### src/rtl/pingpong_bank.sv
// Ping-pong SRAM pair: one bank takes writes while the other serves reads; roles swap on restart.
// Latency: read data, valid and stale flag register 1 cycle after rd_en; no backpressure, every strobe is accepted.
// Optional PINGPONG_AUTOSWAP_EN: also swap on the edge after bank_full rises, without a restart.
module pingpong_bank #(
  parameter int WIDTH  = 16,
  parameter int DATA_W = 16,
  localparam int AW    = (WIDTH > 1) ? $clog2(WIDTH) : 1
) (
  input  logic              clk,
  input  logic              rst,
  input  logic              restart,
  input  logic              wr_en,
  input  logic [AW-1:0]     wr_addr,
  input  logic [DATA_W-1:0] wr_data,
  input  logic              rd_en,
  input  logic [AW-1:0]     rd_addr,
  output logic [DATA_W-1:0] rd_data,
  output logic              rd_valid,
  output logic              rd_stale,
  output logic              wr_bank,
  output logic              bank_full,
  output logic              swap_err
);

  logic [DATA_W-1:0] mem0 [WIDTH];
  logic [DATA_W-1:0] mem1 [WIDTH];
  logic [WIDTH-1:0]  bitmap0, bitmap1;

  logic [WIDTH-1:0]  wr_mask, wr_bm, rd_bm, wr_bm_next;
  logic [DATA_W-1:0] rd_word;
  logic              do_swap;

  always_comb begin
    wr_mask    = wr_en ? (WIDTH'(1) << wr_addr) : '0;
    wr_bm      = wr_bank ? bitmap1 : bitmap0;
    rd_bm      = wr_bank ? bitmap0 : bitmap1;
    wr_bm_next = wr_bm | wr_mask;
    rd_word    = wr_bank ? mem0[rd_addr] : mem1[rd_addr];
`ifdef PINGPONG_AUTOSWAP_EN
    // bank_full is only ever high for one edge here, so a coincident restart still toggles once
    do_swap    = restart | bank_full;
`else
    do_swap    = restart;
`endif
  end

  // SRAM contents survive reset; only the bitmaps say what is valid
  always_ff @(posedge clk) begin
    if (rst && wr_en) begin
      if (wr_bank) mem1[wr_addr] <= wr_data;
      else         mem0[wr_addr] <= wr_data;
    end
  end

  always_ff @(posedge clk) begin
    if (!rst) begin
      wr_bank   <= 1'b0;
      bitmap0   <= '0;
      bitmap1   <= '0;
      rd_data   <= '0;
      rd_valid  <= 1'b0;
      rd_stale  <= 1'b0;
      bank_full <= 1'b0;
      swap_err  <= 1'b0;
    end else begin
      // A same-edge write counts in the outgoing write bank, which becomes the read bank
      if (wr_bank) bitmap1 <= wr_bm_next;
      else         bitmap0 <= wr_bm_next;
      if (do_swap) begin
        if (wr_bank) bitmap0 <= '0;
        else         bitmap1 <= '0;
        wr_bank <= ~wr_bank;
      end
      bank_full <= do_swap ? 1'b0 : &wr_bm_next;
      swap_err  <= restart & ~bank_full;
      rd_valid  <= rd_en;
      if (rd_en) begin
        rd_stale <= ~rd_bm[rd_addr];
        rd_data  <= rd_bm[rd_addr] ? rd_word : '0;
      end
    end
  end

endmodule

### config.mk
export PLATFORM = sky130hd
export DESIGN_NAME = pingpong_bank
export DESIGN_NICKNAME = d
export VERILOG_FILES = /design/src/rtl/pingpong_bank.sv
export SDC_FILE = /design/constraint.sdc
export NUM_CORES = 1
export LEC_CHECK = 0
export BUFFER_PORTS_ARGS = -buffer_cell sky130_fd_sc_hd__buf_2
export CORE_ASPECT_RATIO = 0.7
export CORE_UTILIZATION = 35
export DETAILED_ROUTE_END_ITERATION = 16
export PLACE_DENSITY = 0.54
export SLEW_MARGIN = 15
export SYNTH_ARGS = -nofsm -noshare
export SYNTH_HDL_FRONTEND = slang
export SYNTH_SLANG_ARGS = --single-unit
### constraint.sdc
create_clock -name clk -period 3.15 [get_ports clk]
set_input_delay 0.4725 -clock clk [delete_from_list [all_inputs] [get_ports clk]]
set_output_delay 0.4725 -clock clk [all_outputs]
set_load 0.005 [all_outputs]
==> run metrics <==
dpl ws=0.0659 ns; largest net degree at the start of global routing=42; ys flop type=edfxtp_1; worst-margin pin slew=1.27 ns; Worst Path Buf+Inv=1; most common cell after layout, fill and taps aside=edfxtp_1; dpl hpwl=38200 um; Final setup viols=0; RSZ-0062 raised after global routing=false; Syn Area/Cell=15.7 um2; Starting Density=35.5%; total CTS buffers=53; Yosys cell types=46; critical path required time=3.56 ns; Final ANT Viol Nets=0; Final TNS setup=0 ns; largest cells by area after synthesis=edfxtp_1, mux2i_1, dfxtp_1, nor2_1, o22ai_1; Max Transition Viols Final=0; drt pass-1 iters=5; Startpoint Class=register; Final nets=1562; number of port buffers=49; Crit path arrival time=3.09 ns; # rows=77; number of global-route vias before repair=12200; Via Count=12800; Die H=214 um; fin crit period=2.68 ns; Max VDD drop=0.404 mV; Clock H-tree levels=2; synthesized instance count=1433; post-synth top area share=68.4%; DR vias/cell=5.33; CTS sink count=565; HP Class=in2reg; Die X=305 um; CP Class=reg2reg; slowest CP cell=a21boi_2; Worst-path clk slew=0.07 ns; largest area contributor in the netlist=edfxtp_1; Largest delay share family, worst path=compound AO/OA/AOI/OAI gates; GRT Overall Usage=18.5%; core box area=0.0633 mm2; Die ar.=0.0653 mm2; hold buffer count at cts=0; register area share after synthesis=73.1%; Clock Latency Late Sink=0.59 ns; TritonCTS clock tree=yes; DRT iter0 DRCs=1164; final worst path period share=85.1%; Power Density=597 mW/mm2; Routed WL=61500 um; f_max=0.373 GHz; Pleak=8.89 nW; WL/cell=25.5 um; Post-CTS Setup Inserts=0; status=complete, no violations; initial antenna violation count=11; Final Hold Viols=0; Clock Path Buffers=3; Remaining DRCs=0; Post-synth EDFFs=512; Post-CTS Resized=0; most frequent cells in the layout=edfxtp_1, mux2i_1, nor2_1, buf_4, o22ai_1; Total Power=0.0155 W; Layout area overhead=15.2%; Worst path max stage delay=0.98 ns; Root Buffer=clkbuf_16; Slew headroom=15.1%; final instance area=0.0259 mm2; YS warnings=0; PnR worst setup slack=0.468 ns; net count after synthesis=1462; I/O pin count=50; aggregate global routing overflow=0; max cap viols=0; CP max FO=28; #FFs+latches synth=565; nature of the critical path endpoint=register; layout cells sized above 1=15.9%; area of placed instances=0.0242 mm2; first-pass GRT wire length=87900 um; GPL Wtd Cong=0.875; skew final=0.0290 ns; worst path cell trace=buf_12 > mux4_2 > a22oi_2 > a21boi_2 > nor3_1; synthesized area=0.0225 mm2; Async SR Flop Fraction=0%
worst min-delay path, delay by kind of cell:
kind,cells,cell delay (ns)
buffers and inverters,1,0.25
AND/OR/NAND/NOR,2,0.15
layer usage:
layer	share of wire [%]	global-route usage [%]	up-vias
met5	0.021	0	-
met4	1.2	3.10	2
met3	9.5	5.61	60
met2	41	25.9	472
met1	48	28.2	6516
li1	-	-	5787
synthesized netlist by cell type, drive strengths merged, types with 19 or more instances:
library cell and n:
a21oi 33, a22oi 50, and2 19, buf 42, clkbuf 50, dfxtp 53
edfxtp 512, mux2i 272, nand2 35, nand3 34, nor2 117, nor3 33
o21ai 28, o22ai 68
cell families after synthesis:
group / after synthesis / share of synthesized area, %
DFF: 565 / 73.1
xor gates and xnor gates: 1 / 0.0390
muxes: 277 / 12.6
and+or+nand+nor: 279 / 6.24
buffers and inverters: 108 / 2.19
AOI/OAI and AO/OA: 203 / 5.89
sequential cells by signal (all words and copies together) (netlist names):
signal and count:
mem0 256, bank_full 1, rd_data 16, mem1 256, bitmap1 16, swap_err 1, wr_bank 1, bitmap0 16
rd_valid 1, rd_stale 1
power breakdown:
group | switching (W) | internal [W] | total, W
clock network | 0.00273 | 0.00351 | 0.00625
registers | 0.0000485 | 0.00822 | 0.00827
logic | 0.000645 | 0.000313 | 0.000958
layout make-up:
type	instances	area, um2
Clock buffer	78	1480
Multi-Input combinational cell	760	5660
Inverter	16	60.1
Timing Repair Buffer	137	1040
Clock inverter	21	188
Tap cell	829	1040
Antenna cell	3	7.51
Sequential cell	565	16400
Fill cell	5699	37400
worst paths after layout:
check / start / endpoint / slack, ns / depth (start not counted)
worst min register to register: bank_full / swap_err / 0.41 / 1
worst min-delay path: restart / swap_err / 0.35 / 3
worst max register to register: wr_bank / rd_data[2] / 0.47 / 5
worst max-delay path: wr_bank / rd_data[2] / 0.47 / 5
through the flow:
| step | cells | hold slack, ns | utilization (%) |
|---|---|---|---|
| after floorplan | 1433 | 0.413 | - |
| after global placement | 2307 | 0.397 | 38.3 |
| after detailed placement | 2307 | 0.408 | 38.3 |
| after CTS | 2406 | 0.315 | 40.9 |
| after global routing | 2406 | 0.372 | 40.9 |
| final | 2409 | 0.351 | 40.9 |
Note: power is estimated with default switching activity, not from simulation.
